===== src/rtl/uart_pkg.sv =====
// rtl/uart_pkg.sv - shared UART constants, arbiter state encoding and width helpers
package uart_pkg;

    localparam int UART_DATA_WIDTH = 8;

    typedef enum logic [1:0] {
        ARB_IDLE  = 2'd0,
        ARB_ISSUE = 2'd1,
        ARB_WAIT  = 2'd2,
        ARB_GAP   = 2'd3
    } arb_state_t;

    // Bits needed to index `value` distinct items; clog2(1) is 0.
    function automatic int clog2(input int value);
        int width;
        width = 0;
        while ((1 << width) < value) begin
            width++;
        end
        return width;
    endfunction

    function automatic int max2(input int a, input int b);
        return (a > b) ? a : b;
    endfunction

endpackage


===== src/rtl/rr_picker.sv =====
// rtl/rr_picker.sv - combinational round-robin winner search starting at a pointer
module rr_picker
    import uart_pkg::*;
#(
    parameter int NUM_REQ   = 4,
    parameter int IDX_WIDTH = clog2(NUM_REQ)
) (
    input  logic [NUM_REQ-1:0]   req,
    input  logic [IDX_WIDTH-1:0] ptr,
    output logic [IDX_WIDTH-1:0] winner,
    output logic                 found
);

    // Scan from the farthest slot back to the pointer so the slot nearest the
    // pointer is the last assignment and therefore wins.
    always_comb begin
        winner = '0;
        found  = 1'b0;
        for (int k = NUM_REQ - 1; k >= 0; k--) begin
            if (req[(int'(ptr) + k) % NUM_REQ]) begin
                winner = IDX_WIDTH'((int'(ptr) + k) % NUM_REQ);
                found  = 1'b1;
            end
        end
    end

endmodule


===== src/rtl/uart_tx_arbiter.sv =====
// rtl/uart_tx_arbiter.sv - round-robin sharing of one UART transmitter with gap and watchdog
module uart_tx_arbiter
    import uart_pkg::*;
#(
    parameter int DATA_WIDTH     = UART_DATA_WIDTH,
    parameter int NUM_REQ        = 4,
    parameter int GAP_CYCLES     = 0,
    parameter int TIMEOUT_CYCLES = 0
) (
    input  logic                          clk_sys,
    input  logic                          rst,
    input  logic [NUM_REQ-1:0]            req_valid,
    input  logic [NUM_REQ*DATA_WIDTH-1:0] req_data,
    output logic [NUM_REQ-1:0]            req_ready,
    output logic                          tx_valid,
    output logic [DATA_WIDTH-1:0]         tx_data,
    input  logic                          tx_done,
    output logic                          busy,
    output logic [clog2(NUM_REQ)-1:0]     grant_id,
    output logic                          timeout_err
);

    localparam int IDX_WIDTH = clog2(NUM_REQ);
    localparam int CNT_WIDTH = max2(1, clog2(max2(GAP_CYCLES, TIMEOUT_CYCLES) + 1));

    arb_state_t             state, state_n;
    logic [CNT_WIDTH-1:0]   cnt, cnt_n, cnt_inc;
    logic [IDX_WIDTH-1:0]   ptr, ptr_n;
    logic [IDX_WIDTH-1:0]   win;
    logic                   found;
    logic [DATA_WIDTH-1:0]  sel_data;
    logic                   tx_valid_n;
    logic [NUM_REQ-1:0]     req_ready_n;
    logic [DATA_WIDTH-1:0]  tx_data_n;
    logic [IDX_WIDTH-1:0]   grant_id_n;
    logic                   timeout_err_n;

    rr_picker #(
        .NUM_REQ   (NUM_REQ),
        .IDX_WIDTH (IDX_WIDTH)
    ) u_picker (
        .req    (req_valid),
        .ptr    (ptr),
        .winner (win),
        .found  (found)
    );

    always_comb begin
        sel_data = '0;
        for (int i = 0; i < NUM_REQ; i++) begin
            if (win == IDX_WIDTH'(i)) begin
                sel_data = req_data[i*DATA_WIDTH +: DATA_WIDTH];
            end
        end
    end

    // Saturating so a long wait can never wrap and alias a small count.
    assign cnt_inc = (cnt == {CNT_WIDTH{1'b1}}) ? cnt : cnt + 1'b1;

    always_comb begin
        state_n       = state;
        cnt_n         = cnt;
        ptr_n         = ptr;
        tx_valid_n    = 1'b0;
        req_ready_n   = '0;
        tx_data_n     = tx_data;
        grant_id_n    = grant_id;
        timeout_err_n = 1'b0;

        case (state)
            ARB_IDLE: begin
                if (found) begin
                    tx_data_n   = sel_data;
                    req_ready_n = NUM_REQ'(1) << win;
                    tx_valid_n  = 1'b1;
                    grant_id_n  = win;
                    ptr_n       = (win == IDX_WIDTH'(NUM_REQ - 1)) ? '0 : win + 1'b1;
                    state_n     = ARB_ISSUE;
                end
            end
            ARB_ISSUE: begin
                state_n = ARB_WAIT;
                cnt_n   = '0;
            end
            ARB_WAIT: begin
                if (tx_done) begin
                    state_n = (GAP_CYCLES > 0) ? ARB_GAP : ARB_IDLE;
                    cnt_n   = '0;
                end else if ((TIMEOUT_CYCLES > 0) && (cnt_inc == CNT_WIDTH'(TIMEOUT_CYCLES))) begin
                    // Watchdog exit behaves exactly like a late tx_done.
                    timeout_err_n = 1'b1;
                    state_n       = (GAP_CYCLES > 0) ? ARB_GAP : ARB_IDLE;
                    cnt_n         = '0;
                end else begin
                    cnt_n = cnt_inc;
                end
            end
            ARB_GAP: begin
                if (cnt_inc == CNT_WIDTH'(GAP_CYCLES)) begin
                    state_n = ARB_IDLE;
                    cnt_n   = '0;
                end else begin
                    cnt_n = cnt_inc;
                end
            end
            default: begin
                state_n = ARB_IDLE;
                cnt_n   = '0;
            end
        endcase
    end

    always_ff @(posedge clk_sys) begin
        if (rst) begin
            state       <= ARB_IDLE;
            cnt         <= '0;
            ptr         <= '0;
            tx_valid    <= 1'b0;
            req_ready   <= '0;
            tx_data     <= '0;
            grant_id    <= '0;
            timeout_err <= 1'b0;
        end else begin
            state       <= state_n;
            cnt         <= cnt_n;
            ptr         <= ptr_n;
            tx_valid    <= tx_valid_n;
            req_ready   <= req_ready_n;
            tx_data     <= tx_data_n;
            grant_id    <= grant_id_n;
            timeout_err <= timeout_err_n;
        end
    end

    assign busy = (state != ARB_IDLE);

endmodule


===== config.mk =====
export PLATFORM = sky130hd
export DESIGN_NAME = uart_tx_arbiter
export DESIGN_NICKNAME = d
export VERILOG_FILES = /design/src/rtl/uart_pkg.sv /design/src/rtl/rr_picker.sv /design/src/rtl/uart_tx_arbiter.sv
export SDC_FILE = /design/constraint.sdc
export NUM_CORES = 1
export LEC_CHECK = 0
export ABC_AREA = 1
export CORE_MARGIN = 2
export CORE_UTILIZATION = 41
export DETAILED_ROUTE_END_ITERATION = 10
export GPL_ROUTABILITY_DRIVEN = 0
export PLACE_DENSITY = 0.86
export SLEW_MARGIN = 20
export SYNTH_ARGS = -nofsm -noshare
export SYNTH_HDL_FRONTEND = slang
export SYNTH_SLANG_ARGS = --single-unit

===== constraint.sdc =====
create_clock -name clk_sys -period 3.25 [get_ports clk_sys]
set_clock_uncertainty 0.05 [all_clocks]
set_input_delay 0.4875 -clock clk_sys [delete_from_list [all_inputs] [get_ports clk_sys]]
set_output_delay 0.4875 -clock clk_sys [all_outputs]
set_load 0.05 [all_outputs]

==> impl_metrics.json <==
{
  "yosys.area_share.simple": 0.374,
  "syn_nets": 228,
  "ys_types": 23,
  "power_frac_seq": 0.199,
  "place_hpwl_mm": 2.34,
  "initial_core_util": 0.431,
  "syn_to_final_growth_pct": 47.8,
  "place_inst": 265,
  "synth_fa_ha_area_frac": 0.0421,
  "relSlewSlack": 0.640,
  "cts_made_buffers": 3,
  "synth_top_family_by_area": "simple AND/OR/NAND/NOR gates",
  "ios": 56,
  "fmax_ghz": 0.357,
  "worstPathMaxFanout": 8,
  "coreArea_um2": 2760,
  "final_cells": 269,
  "period_share": 0.862,
  "drt_wl_total_mm": 2.77,
  "die-height_um": 57.8,
  "power.density_nw_per_um2": 1070,
  "wire_per_inst_um": 10.3,
  "syn_avg_cell_area_um2": 6.43,
  "status": "complete, no violations",
  "switchingPower_uw": 1020,
  "setup_tns_ns": 0,
  "crit_top_cell": "nand2_1",
  "cts_setup_buffers": 0,
  "root_buffer": "clkbuf_4",
  "path_class": "primary input to register",
  "drt-initial-drc-count": 42,
  "synth-compound-area-share": 0.165,
  "synth_xor_area_frac": 0,
  "drive_gt1_frac": 0.0798,
  "p_comb_frac": 0.739,
  "clkLatencyLatePin_ns": 0.29,
  "std_cell_rows": 19,
  "period_minus_slack_ns": 2.80,
  "firstDrtPassIters": 4,
  "die_width_um": 57.8,
  "hold_violations": 0,
  "cts_resized": 0,
  "cpPeakStageDelay_ns": 0.49,
  "antenna_found_initial": 0,
  "rsz0062_at_grt": "false",
  "slew_violations": 0,
  "clk_pin_slew_ns": 0.10,
  "synth_warnings": 0,
  "p_int_uw": 854,
  "finalSetupViolations": 0,
  "cp_cell_sequence": "clkdlybuf4s50_1 > inv_1 > nand2_1 > nand3_1 > nand2_1 > nand3_1 > nand2_1 > nand2_1 > nand2_1 > inv_1 > ha_1 > nor2_2 > nand2_1 > nand2_1 > o21ai_0 > o21ai_0 > o21ai_1 > nor2_1",
  "crit_path_end_kind": "register",
  "grt_pass1_wl_mm": 4.51,
  "drc_errors": 0,
  "layout.nets": 282,
  "die_area_um2": 3350,
  "vias_per_cell": 4.74,
  "io_buffers": 54,
  "synthesis.area_um2": 1190,
  "syn_inst": 185,
  "cp.required_ns": 3.44,
  "cts_tree": "yes",
  "clkPwrFrac": 0.062,
  "cp_num_buf_inv": 3,
  "grt_max_degree": 17,
  "hold_class": "register to register",
  "worstSetupStartpointType": "primary input",
  "grt_pass1_vias": 1102,
  "cp_slowest_cell": "clkdlybuf4s50_1",
  "p_sw_frac": 0.545,
  "synthMuxAreaShare": 0,
  "ys_ff_latch": 19,
  "final_common_cell": "nand2_1",
  "hold_buffers": 0,
  "final_antenna_net_count": 0,
  "irDropWorstVdd_v": 0.000715,
  "most-common-layout-cells": "nand2_1, clkdlybuf4s50_1, nor2_1, dfxtp_1, o21ai_0",
  "overflow": 0,
  "crit_arrival_ns": 2.99,
  "cts_sinks": 19,
  "fillers": 255,
  "power.leakage_uw": 0.000801,
  "vias": 1275,
  "grt_usage": 0.172,
  "ys_seq_area_frac": 0.320,
  "max_slew.worst_pin.slew_ns": 0.539,
  "diodes": 0,
  "report.power.total_uw": 1880,
  "path_delay_family": "simple AND/OR/NAND/NOR gates",
  "cts_buffer_depth": 2,
  "htree_levels": 1,
  "cap_violations": 0
}
-- worst min-delay path, stage by stage, from the launching register on --
cell     delay (ns)
dfxtp_1        0.32
nand2_1        0.05
a21oi_1        0.06
-- cells in the mapped netlist --
cell type | count | area (µm²)
o21ai_0 | 17 | 85.1
buf_4 | 1 | 7.51
nand2_4 | 1 | 11.3
a211oi_1 | 1 | 7.51
ha_1 | 4 | 50.1
dfxtp_1 | 19 | 380
buf_8 | 1 | 15.0
nor2_1 | 24 | 90.1
inv_4 | 2 | 12.5
nand2_1 | 55 | 206
inv_1 | 14 | 52.6
conb_1 | 1 | 3.75
nand3_1 | 10 | 50.1
nand2_2 | 5 | 31.3
a21oi_1 | 9 | 45.0
inv_2 | 1 | 3.75
nor2_4 | 2 | 22.5
clkbuf_1 | 3 | 11.3
nand2_8 | 1 | 20.0
a21oi_2 | 1 | 8.76
o21ai_1 | 10 | 50.1
buf_6 | 1 | 11.3
nor2_2 | 2 | 12.5
-- layout make-up --
| class | instances | area [µm²] | share of cell area |
|---|---|---|---|
| sequential | 19 | 380 | 0.217 |
| tap | 31 | 38.8 | 0.0221 |
| clock buffer | 4 | 26.3 | 0.0150 |
| timing repair buffer | 55 | 548 | 0.312 |
| inverter | 17 | 68.8 | 0.0392 |
| multi-input combinational | 143 | 694 | 0.395 |
-- flip-flops by register name (all words and copies together), names as in the netlist --
| signal | count |
|---|---|
| grant_id | 2 |
| ptr | 2 |
| req_ready | 4 |
| state | 2 |
| tx_data | 8 |
| tx_valid | 1 |
-- cell families after synthesis --
| logic type | after synthesis |
|---|---|
| AOI/OAI and AO/OA | 38 |
| DFF | 19 |
| and+or+nand+nor | 100 |
| buffers and inverters | 23 |
| adders and majority gates | 4 |
| other | 1 |
-- worst paths after layout --
kind                               from                       to  slack [ns]  cells after the start
setup / recovery           req_valid[1]  tx_data[0]$_SDFFE_PP0N_        0.45                     18
hold / removal    state[1]$_SDFFE_PP0P_    state[0]$_SDFFE_PP0P_        0.43                      2
setup reg to reg    ptr[0]$_SDFFE_PP0N_  tx_data[0]$_SDFFE_PP0N_        0.53                     17
hold reg to reg   state[1]$_SDFFE_PP0P_    state[0]$_SDFFE_PP0P_        0.43                      2
-- stage by stage --
step                utilization  instance area, µm²  hold WS, ns  worst slack [ns]
finish                    0.637                1760        0.426             0.448
CTS                       0.637                1760        0.433             0.446
floorplan                     -                1190        0.381             0.870
detailed placement        0.627                1730        0.419             0.144
global route              0.637                1760        0.448             0.154
global placement          0.627                1730        0.399             0.226
-- power by group through the flow --
stage	clock, µW	combinational (µW)	sequential [µW]
after global placement	0	1360	377
after CTS	120	1390	376
final	116	1390	375
after detailed placement	0	1380	381
after global routing	133	1530	385
after floorplan	0	835	603
-- layer usage --
metal | share of wire | vias to the layer above | global-route usage
li1 | - | 692 | -
met1 | 0.45 | 545 | 0.211
met2 | 0.48 | 34 | 0.300
met3 | 0.057 | 4 | 0.0335
met4 | 0.013 | 0 | 0.0598
met5 | 0 | - | 0
(Power assumes the default switching activity.)
